===== src/rtl/mem_resp_stage.sv =====
// mem_resp_stage: memory-access pipeline stage with an in-order response buffer.
// This stage sits between EX and WB. Up to DEPTH instructions can be held at once.
// A load finishes when its in-order data_ok response arrives.
// Responses owed to flushed loads are counted and dropped.
// Load data is aligned and extended here, and the youngest entry is forwarded to ID/EX.
//
// Ports:
//   clk, reset           clock; synchronous active-high reset
//   in_valid/in_allowin  EX handshake; an accepted load issues its SRAM request that cycle
//   in_is_load, in_op, in_addr_lo, in_rt, in_alu_result,
//   in_gr_we, in_dest, in_pc, in_ex       incoming instruction fields
//   data_ok, data_rdata  one in-order SRAM response per cycle
//   flush                exception/eret from WB; empties the stage
//   out_valid/out_allowin WB handshake for the head entry
//   out_gr_we, out_dest, out_result, out_pc, out_ex   head entry fields
//   fwd_valid, fwd_dest, fwd_ready, fwd_value         youngest entry forwarding
//   occupancy            number of valid entries
module mem_resp_stage #(
    parameter int unsigned DEPTH = 2,
    parameter int unsigned CNT_W = $clog2(DEPTH + 1)
) (
    input  logic             clk,
    input  logic             reset,
    input  logic             in_valid,
    output logic             in_allowin,
    input  logic             in_is_load,
    input  logic [2:0]       in_op,
    input  logic [1:0]       in_addr_lo,
    input  logic [31:0]      in_rt,
    input  logic [31:0]      in_alu_result,
    input  logic             in_gr_we,
    input  logic [4:0]       in_dest,
    input  logic [31:0]      in_pc,
    input  logic             in_ex,
    input  logic             data_ok,
    input  logic [31:0]      data_rdata,
    input  logic             flush,
    output logic             out_valid,
    input  logic             out_allowin,
    output logic             out_gr_we,
    output logic [4:0]       out_dest,
    output logic [31:0]      out_result,
    output logic [31:0]      out_pc,
    output logic             out_ex,
    output logic             fwd_valid,
    output logic [4:0]       fwd_dest,
    output logic             fwd_ready,
    output logic [31:0]      fwd_value,
    output logic [CNT_W-1:0] occupancy
);

    localparam int unsigned PTR_W = (DEPTH > 1) ? $clog2(DEPTH) : 1;
    localparam int unsigned SUM_W = CNT_W + 1;

    localparam logic [2:0] OP_LW  = 3'b000;
    localparam logic [2:0] OP_LH  = 3'b001;
    localparam logic [2:0] OP_LHU = 3'b010;
    localparam logic [2:0] OP_LB  = 3'b011;
    localparam logic [2:0] OP_LBU = 3'b100;
    localparam logic [2:0] OP_LWL = 3'b101;
    localparam logic [2:0] OP_LWR = 3'b110;

    // Entry storage
    logic        e_valid    [DEPTH];
    logic        e_got      [DEPTH];
    logic        e_is_load  [DEPTH];
    logic [2:0]  e_op       [DEPTH];
    logic [1:0]  e_addr_lo  [DEPTH];
    logic [31:0] e_rt       [DEPTH];
    logic [31:0] e_alu      [DEPTH];
    logic        e_gr_we    [DEPTH];
    logic [4:0]  e_dest     [DEPTH];
    logic [31:0] e_pc       [DEPTH];
    logic        e_ex       [DEPTH];
    logic [31:0] e_data     [DEPTH];

    logic [PTR_W-1:0] head;
    logic [PTR_W-1:0] tail;
    logic [CNT_W-1:0] occ;
    logic [CNT_W-1:0] discard;

    logic [PTR_W-1:0] tgt_idx;
    logic             tgt_found;
    logic [CNT_W-1:0] pending;
    logic [PTR_W-1:0] scan_idx;
    logic [PTR_W-1:0] yng_idx;
    logic             discard_zero;
    logic             resp_drop;
    logic             resp_hit;
    logic             retire;
    logic             retire_eff;
    logic             accept;
    logic [SUM_W-1:0] inflight_after;
    logic [SUM_W-1:0] flush_discard;
    logic [31:0]      head_data;
    logic [31:0]      yng_data;

    function automatic logic [PTR_W-1:0] ptr_inc(input logic [PTR_W-1:0] p);
        if (p == PTR_W'(DEPTH - 1)) begin
            return '0;
        end
        return p + PTR_W'(1);
    endfunction

    // Align and extend load data; reserved op 111 behaves as lw
    function automatic logic [31:0] load_extract(
        input logic [2:0]  op,
        input logic [1:0]  lo,
        input logic [31:0] rt,
        input logic [31:0] d
    );
        logic [15:0] h;
        logic [7:0]  b;
        logic [31:0] r;
        h = lo[1] ? d[31:16] : d[15:0];
        case (lo)
            2'd0:    b = d[7:0];
            2'd1:    b = d[15:8];
            2'd2:    b = d[23:16];
            default: b = d[31:24];
        endcase
        case (op)
            OP_LH:  r = {{16{h[15]}}, h};
            OP_LHU: r = {16'h0000, h};
            OP_LB:  r = {{24{b[7]}}, b};
            OP_LBU: r = {24'h000000, b};
            OP_LWL: begin
                case (lo)
                    2'd0:    r = {d[7:0],  rt[23:0]};
                    2'd1:    r = {d[15:0], rt[15:0]};
                    2'd2:    r = {d[23:0], rt[7:0]};
                    default: r = d;
                endcase
            end
            OP_LWR: begin
                case (lo)
                    2'd0:    r = d;
                    2'd1:    r = {rt[31:24], d[31:8]};
                    2'd2:    r = {rt[31:16], d[31:16]};
                    default: r = {rt[31:8],  d[31:24]};
                endcase
            end
            OP_LW:   r = d;
            default: r = d;
        endcase
        return r;
    endfunction

    // Oldest load still waiting for data, and count of all waiting loads
    always_comb begin
        tgt_found = 1'b0;
        tgt_idx   = head;
        pending   = '0;
        scan_idx  = head;
        for (int unsigned k = 0; k < DEPTH; k++) begin
            if (e_valid[scan_idx] && e_is_load[scan_idx] && !e_got[scan_idx]) begin
                if (!tgt_found) begin
                    tgt_found = 1'b1;
                    tgt_idx   = scan_idx;
                end
                pending = pending + CNT_W'(1);
            end
            scan_idx = ptr_inc(scan_idx);
        end
    end

    assign yng_idx      = (tail == '0) ? PTR_W'(DEPTH - 1) : tail - PTR_W'(1);
    assign discard_zero = (discard == '0);
    assign resp_drop    = data_ok && !discard_zero;
    assign resp_hit     = data_ok && discard_zero && tgt_found;

    // Head entry; a response landing on it this cycle bypasses straight to out_result
    assign head_data  = e_got[head] ? e_data[head] : data_rdata;
    assign out_valid  = e_valid[head] &&
                        (!e_is_load[head] || e_got[head] || (resp_hit && tgt_idx == head));
    assign out_result = e_is_load[head] ?
                        load_extract(e_op[head], e_addr_lo[head], e_rt[head], head_data) :
                        e_alu[head];
    assign out_gr_we  = e_gr_we[head];
    assign out_dest   = e_dest[head];
    assign out_pc     = e_pc[head];
    assign out_ex     = e_ex[head];

    // Youngest entry forwarding
    assign yng_data   = e_got[yng_idx] ? e_data[yng_idx] : data_rdata;
    assign fwd_valid  = (occ != '0) && e_valid[yng_idx] && e_gr_we[yng_idx];
    assign fwd_dest   = e_dest[yng_idx];
    assign fwd_ready  = !e_is_load[yng_idx] || e_got[yng_idx] ||
                        (resp_hit && tgt_idx == yng_idx);
    assign fwd_value  = e_is_load[yng_idx] ?
                        load_extract(e_op[yng_idx], e_addr_lo[yng_idx], e_rt[yng_idx], yng_data) :
                        e_alu[yng_idx];

    // Handshakes; the in-flight bound counts loads owed to flushed entries too
    assign retire         = out_valid && out_allowin;
    assign retire_eff     = retire && !flush;
    assign inflight_after = SUM_W'(occ) - SUM_W'(retire) + SUM_W'(discard);
    assign in_allowin     = !flush &&
                            ((SUM_W'(occ) < SUM_W'(DEPTH)) || retire) &&
                            (inflight_after < SUM_W'(DEPTH));
    assign accept         = in_valid && in_allowin;

    // A response during flush is consumed either by an old discard or by a flushed entry
    assign flush_discard  = SUM_W'(discard) + SUM_W'(pending) -
                            SUM_W'(data_ok && (!discard_zero || tgt_found));

    assign occupancy = occ;

    // Control state: validity, response tracking, pointers and counters
    always_ff @(posedge clk) begin
        if (reset) begin
            head    <= '0;
            tail    <= '0;
            occ     <= '0;
            discard <= '0;
            for (int unsigned k = 0; k < DEPTH; k++) begin
                e_valid[k] <= 1'b0;
                e_got[k]   <= 1'b0;
            end
        end else if (flush) begin
            head    <= '0;
            tail    <= '0;
            occ     <= '0;
            discard <= CNT_W'(flush_discard);
            for (int unsigned k = 0; k < DEPTH; k++) begin
                e_valid[k] <= 1'b0;
                e_got[k]   <= 1'b0;
            end
        end else begin
            if (resp_drop) begin
                discard <= discard - CNT_W'(1);
            end
            if (retire_eff) begin
                e_valid[head] <= 1'b0;
                head          <= ptr_inc(head);
            end
            if (resp_hit) begin
                e_got[tgt_idx] <= 1'b1;
            end
            // Accept last: when full, the slot freed by retire is reused this edge
            if (accept) begin
                e_valid[tail] <= 1'b1;
                e_got[tail]   <= 1'b0;
                tail          <= ptr_inc(tail);
            end
            occ <= occ + CNT_W'(accept) - CNT_W'(retire_eff);
        end
    end

    // Payload storage, qualified by the control state above
    always_ff @(posedge clk) begin
        if (resp_hit) begin
            e_data[tgt_idx] <= data_rdata;
        end
        if (accept) begin
            e_is_load[tail] <= in_is_load && !in_ex;
            e_op[tail]      <= in_op;
            e_addr_lo[tail] <= in_addr_lo;
            e_rt[tail]      <= in_rt;
            e_alu[tail]     <= in_alu_result;
            e_gr_we[tail]   <= in_gr_we;
            e_dest[tail]    <= in_dest;
            e_pc[tail]      <= in_pc;
            e_ex[tail]      <= in_ex;
        end
    end

endmodule


===== config.mk =====
export PLATFORM = sky130hd
export DESIGN_NAME = mem_resp_stage
export DESIGN_NICKNAME = d
export VERILOG_FILES = /design/src/rtl/mem_resp_stage.sv
export SDC_FILE = /design/constraint.sdc
export NUM_CORES = 1
export LEC_CHECK = 0
export BUFFER_PORTS_ARGS = -buffer_cell sky130_fd_sc_hd__buf_2
export CAP_MARGIN = 20
export CORE_UTILIZATION = 27
export DETAILED_ROUTE_END_ITERATION = 16
export SETUP_SLACK_MARGIN = 0.2
export SYNTH_ARGS = -nofsm -noshare
export SYNTH_HDL_FRONTEND = slang
export SYNTH_SLANG_ARGS = --single-unit

===== constraint.sdc =====
create_clock -name clk -period 7.7 [get_ports clk]
set_input_delay 0.77 -clock clk [delete_from_list [all_inputs] [get_ports clk]]
set_output_delay 0.77 -clock clk [all_outputs]
set_load 0.01 [all_outputs]

## Yosys cells after proc, flatten, opt, wreduce, memory -nomap -nowiden

Memory sizes are Yosys's and may differ from the RTL's. A register that Yosys moved wholly into a read port is not among the register bits.
Index checks and enable logic that the tools add are counted.

| storage, ports and cells | value |
|---|---|
| register bits after elaboration | 6 |
| RAM bits | 286 |
| input port bits | 147 |
| memories | 12 |

| operators by class | value |
|---|---|
| add/sub/neg operators | 11 |
| magnitude comparators | 2 |
| equality and inequality tests | 18 |
| mux-type cells | 95 |
| bitwise logic cells | 4 |
| reduce and logical (&&, ||, !) cells | 42 |

Memory list:

| memory | words | width | rd ports | clocked after Yosys merged registers in | wr ports | line | RTL |
|---|---|---|---|---|---|---|---|
| e_alu | 2 | 32 | 2 | 1 | 1 | 70 | `logic [31:0] e_alu [DEPTH];` |
| e_data | 2 | 32 | 2 | 1 | 1 | 75 | `logic [31:0] e_data [DEPTH];` |
| e_pc | 2 | 32 | 1 | 1 | 1 | 73 | `logic [31:0] e_pc [DEPTH];` |
| e_rt | 2 | 32 | 2 | 1 | 1 | 69 | `logic [31:0] e_rt [DEPTH];` |
| e_dest | 2 | 5 | 2 | 1 | 1 | 72 | `logic [4:0] e_dest [DEPTH];` |
| e_op | 2 | 3 | 2 | 1 | 1 | 67 | `logic [2:0] e_op [DEPTH];` |
| 6 more memories | - | - | - | - | - | - |  |

Operator list:

| kind | number |
|---|---|
| $pmux W32 S3 | 4 |
| $pmux W32 S6 | 2 |
| $mux W32 | 4 |
| $mux W1 | 78 |
| $pmux W8 S3 | 2 |
| $mux W16 | 2 |
| $logic_and A1 B1 Y1 | 19 |
| $eq A3 B3 Y1 const B | 6 |
| $eq A3 B2 Y1 const B | 4 |
| $logic_not A1 Y1 | 7 |
| $eq A3 B1 Y1 const B | 2 |
| $logic_not A2 Y1 | 3 |
| $logic_or A1 B1 Y1 | 6 |
| $mux W2 | 3 |
| $eq A2 B1 Y1 const B | 2 |
| $eq A2 B2 Y1 const B | 2 |
| $or A1 B1 Y1 | 4 |
| $reduce_bool A2 Y1 | 2 |
| $reduce_or A1 Y1 | 4 |
| $sub A2 B1 Y2 | 2 |
| $add A3 B2 Y3 | 1 |
| $lt A3 B2 Y1 const B | 1 |
| $sub A2 B1 Y3 | 1 |
| $add A1 B1 Y1 const B | 2 |
| other kinds (8) | 9 |

## Longest topological paths before layout

An unclocked memory read counts as a cell.

| logic depth | value |
|---|---|
| depth in word-level cells | 22 |
| depth in mapped cells | 21 |

## Worst setup path before layout

Ideal clock, no wire load.

| timing path | value |
|---|---|
| path type | register to register |
| from | memory e_got[1] |
| to | memory e_addr_lo[0][0], enable pin |
| setup time | 0.462 ns |
| arrival time | 5.561 ns |
| data required time | 7.238 ns |
| slack | 1.677 ns |
| stages on the path, launching flop included | 19 |
| buffers on the path | 3 |
| path through | dfxtp_1 > buf_6 > buf_6 > buf_6 > nand3b_1 > o22a_1 > ha_1 > nand3b_1 > a21bo_2 > nand3_1 > inv_1 > ha_1 > nand2b_1 > fa_1 > xor2_1 > nand4b_1 > a21oi_1 > nand2_1 > inv_1 |

RTL lines:

| what | line | RTL |
|---|---|---|
| start: declaration | 65 | `logic e_got [DEPTH];` |
| end: declaration | 68 | `logic [1:0] e_addr_lo [DEPTH];` |

## Final worst setup path

| timing path | value |
|---|---|
| from | register tail |
| to | output port fwd_value[10] |

| between the ends | value |
|---|---|
| longest elaborated chain between the ends | 7 |
| elaborated cells on any way between the ends | 25 |

RTL lines:

| what | line | RTL |
|---|---|---|
| start: declaration | 78 | `logic [PTR_W-1:0] tail;` |
| start signal: assignment | 244 | `tail <= ptr_inc(tail);` |
| $sub A1 B1 Y1 | 167 | `assign yng_idx = (tail == '0) ? PTR_W'(DEPTH - 1) : tail - PTR_W'(1);` |
| $mux W1 (*) | 167 |  |
| $mem_v2 Z2 W2, or another cell as far along | - |  |
| $eq A2 B2 Y1, or another cell as far along | 116, 128, 136 |  |
| $pmux W32 S3, or another cell as far along | 136 | `case (lo)` |
| $pmux W32 S6 | 122 | `case (op)` |
| $mux W32 (*) | 190 | `assign fwd_value = e_is_load[yng_idx] ?` |
| end: declaration | 48 | `output logic [31:0] fwd_value,` |

Every way passes the cells marked *; elsewhere a longest branch is shown, timed or not.

==> metrics.txt <==
Via-to-Cell Ratio around 5.8; initial DRC count ~1900; #FFs+latches synth around 300; Final Max Tran Viols 0; Async SR Flop Fraction 0%; crit end category primary output; sequential-to-total area share from yosys stat between 40 and 50%; Final Wtd Congestion between 1 and 1.5; DRC 0; die width roughly 270 um; Layout Utilization 32.4%; Worst EP required around 6.9 ns; Detailed Place HPWL around 67000 um; Worst Hold Class input port to flip-flop; gr usage total between 20% and 30%; Clock transition at path regs 0.06 ns; CTS Buf Count 35; worst-path cell chain clkinv_2, nor3_1, or2_1, o21ai_1, nor2_1, a31oi_1, buf_2; setup TNS 0 ns; Synth Warn # 0; fin nets ~2100; core area roughly 71000 sq um; CP Launch Type flip-flop; latest clock arrival within the worst-skew pair between 0.5 and 0.6 ns; # clock sinks 293; synthesis-to-finish area growth 17.9%; final hold viol count 0; CP arrival between 4 and 5 ns; worst-path maximum fanout 51; clock skew ~0.019 ns; CTS tree done; status finished, final reports clean; min Tclk post-route 5.71 ns; Worst slew margin between 15 and 20%; Initial DRT Pass Iterations 6; max frequency between 150 and 200 MHz; ratio of cells with drive above 1 in the final layout approximately a quarter; share of Yosys cell area claimed by the top area cell type a little over two fifths; buffers added on ports 260; Syn Inst Count ~1800; Post-CTS Setup Inserts 0; synth unique cells 84; Clock Root Buffer clkbuf_16; I/O Pins 261; crit path kind flip-flop to primary output; fin crit share between 70 and 80%; Final Setup Violations 0; Worst VDD drop approximately 200 uV; max-cap violation count 0; LEAKAGE ~7.7 nW; row count between 90 and 100; GRT overflow 0; Routed WL 88200 um; Mean Syn Cell Area between 10 and 15 sq um; initial core utilization between 20% and 30%; vias in the first global route about 17000; RSZ-0062 raised after global routing false; post-route ant nets 0; DR WL/cell between 20 and 30 um; Die Y 270 um; Mapped Area just under 20000 sq um; net count after synthesis about 1900; Post-synth EDFFs 282; first-pass GRT wire length between 100000 and 150000 um; Slowest cell on crit path dfxtp_4; H-tree depth 2; ranking of synthesized cells by area edfxtp_1 (44%), mux2i_1 (14%), mux2_2 (5.0%); slowest stage delay, CP roughly 0.80 ns; Worst Max-Slew Pin Slew between 1 and 1.5 ns; CTS resizes 0; dominant cell type by area after synthesis edfxtp_1; initial antenna violation count 2; Vias 17200; largest net degree at the start of global routing between 100 and 150; die area between 70000 and 80000 sq um; Main synth FF type edfxtp_1; total power per unit cell area between 200 and 300 nW/um^2; hold_buf cts 0; CTS max path bufs 3
-- logic make-up after synthesis --
family	count (synthesis)	share of synthesized area, %
AOI/OAI and AO/OA	530	18.1
xor gates and xnor gates	13	0.587
adders and majority gates	9	0.619
buffers and inverters	165	4.38
DFF	293	44.8
muxes	385	22.0
and+or+nand+nor	383	9.57
-- layout by cell type, fill, tap and decap left out, types with 10 or more instances in the layout --
cell	n
nor3_1	48
o21ai_0	100
buf_4	57
nand2_1	125
edfxtp_1	282
o31ai_1	16
nor2_1	97
and2_1	12
a22oi_1	29
a211oi_1	61
a21oi_1	107
o22ai_1	64
clkbuf_16	36
mux2_2	87
nand2b_1	13
xnor2_1	10
nor2b_1	10
buf_2	260
mux4_2	21
a221oi_1	15
inv_1	12
nand3_1	19
a2111oi_0	12
mux2i_1	265
o211ai_1	19
nor3_2	10
a31oi_1	24
-- final timing paths --
path	slack (ns)	cells after the start	to	startpoint
worst max-delay path	1.99	7	fwd_value[10]	tail$_SDFFE_PP0P_
worst min-delay path	0.40	1	e_op[0][2]$_DFFE_PP_	in_op[2]
worst max register to register	2.04	17	e_rt[0][14]$_DFFE_PP_	flip-flop
worst min register to register	0.57	2	e_valid[1]$_DFF_P_	e_valid[1]$_DFF_P_
-- metal layers --
metal  vias to the layer above  part of all wire (%)  track usage (%)
met2                      1023                    44             36.2
met3                       185                   7.9             4.01
met4                         4                   4.4             9.46
li1                       7436                     -                -
met5                         -                 0.035                0
met1                      8584                    44             32.3
-- critical path: cells and delay by family (launching register included) --
kind	cells	cell delay (ns)
AND/OR/NAND/NOR	3	1.78
AO/OA/AOI/OAI	2	0.76
buffers and inverters	2	1.02
flip-flops	1	0.80
-- stage by stage --
stage	cells	area, sq um	power [mW]	setup WS [ns]	hold WS, ns
finish	2953	22900	5.94	1.99	0.404
global route	2952	22900	6.14	1.65	0.387
CTS	2951	22800	5.93	2.03	0.382
detailed placement	2890	21700	4.26	2.06	0.527
global placement	2889	21700	4.24	2.24	0.523
floorplan	1778	19400	3.33	1.68	0.490
-- cell type report --
type | count | area (sq um)
Clock buffer | 41 | 940
Timing Repair Buffer | 322 | 1830
Inverter | 16 | 66.3
Tap cell | 940 | 1180
Clock inverter | 20 | 203
Multi-Input combinational cell | 1320 | 9960
Fill cell | 7265 | 47800
Sequential cell | 293 | 8700
Antenna cell | 1 | 2.50
-- cell usage after synthesis (13+ instances only) --
cell type  count
nor3_1        48
nor2_1        98
a22oi_1       29
a21oi_1      108
mux2_2        87
nand3_1       19
o211ai_1      19
o31ai_1       16
nand2b_1      13
mux4_2        21
o22ai_1       64
buf_4         22
mux2i_1      269
o21ai_0      100
inv_1         14
a221oi_1      15
edfxtp_1     282
clkbuf_1      47
a211oi_1      61
buf_2         64
a31oi_1       24
nand2_1      125
-- flip-flops by register name, summed over array words and instances (netlist names), named ones only --
signal and flops:
e_is_load 2, tail 1, e_dest 10, e_op 6
e_alu 64, e_ex 2, e_rt 64, head 1
e_valid 2, e_addr_lo 4, e_got 2, e_gr_we 2
discard 2, occupancy 2, e_data 64, e_pc 64
-- where the power goes --
| group | total (mW) | switching (mW) | internal (mW) |
|---|---|---|---|
| sequential | 2.11 | 0.130 | 1.98 |
| clock | 1.66 | 0.679 | 0.978 |
| combinational | 2.18 | 1.47 | 0.708 |
Note: power is estimated with default switching activity, not from simulation.
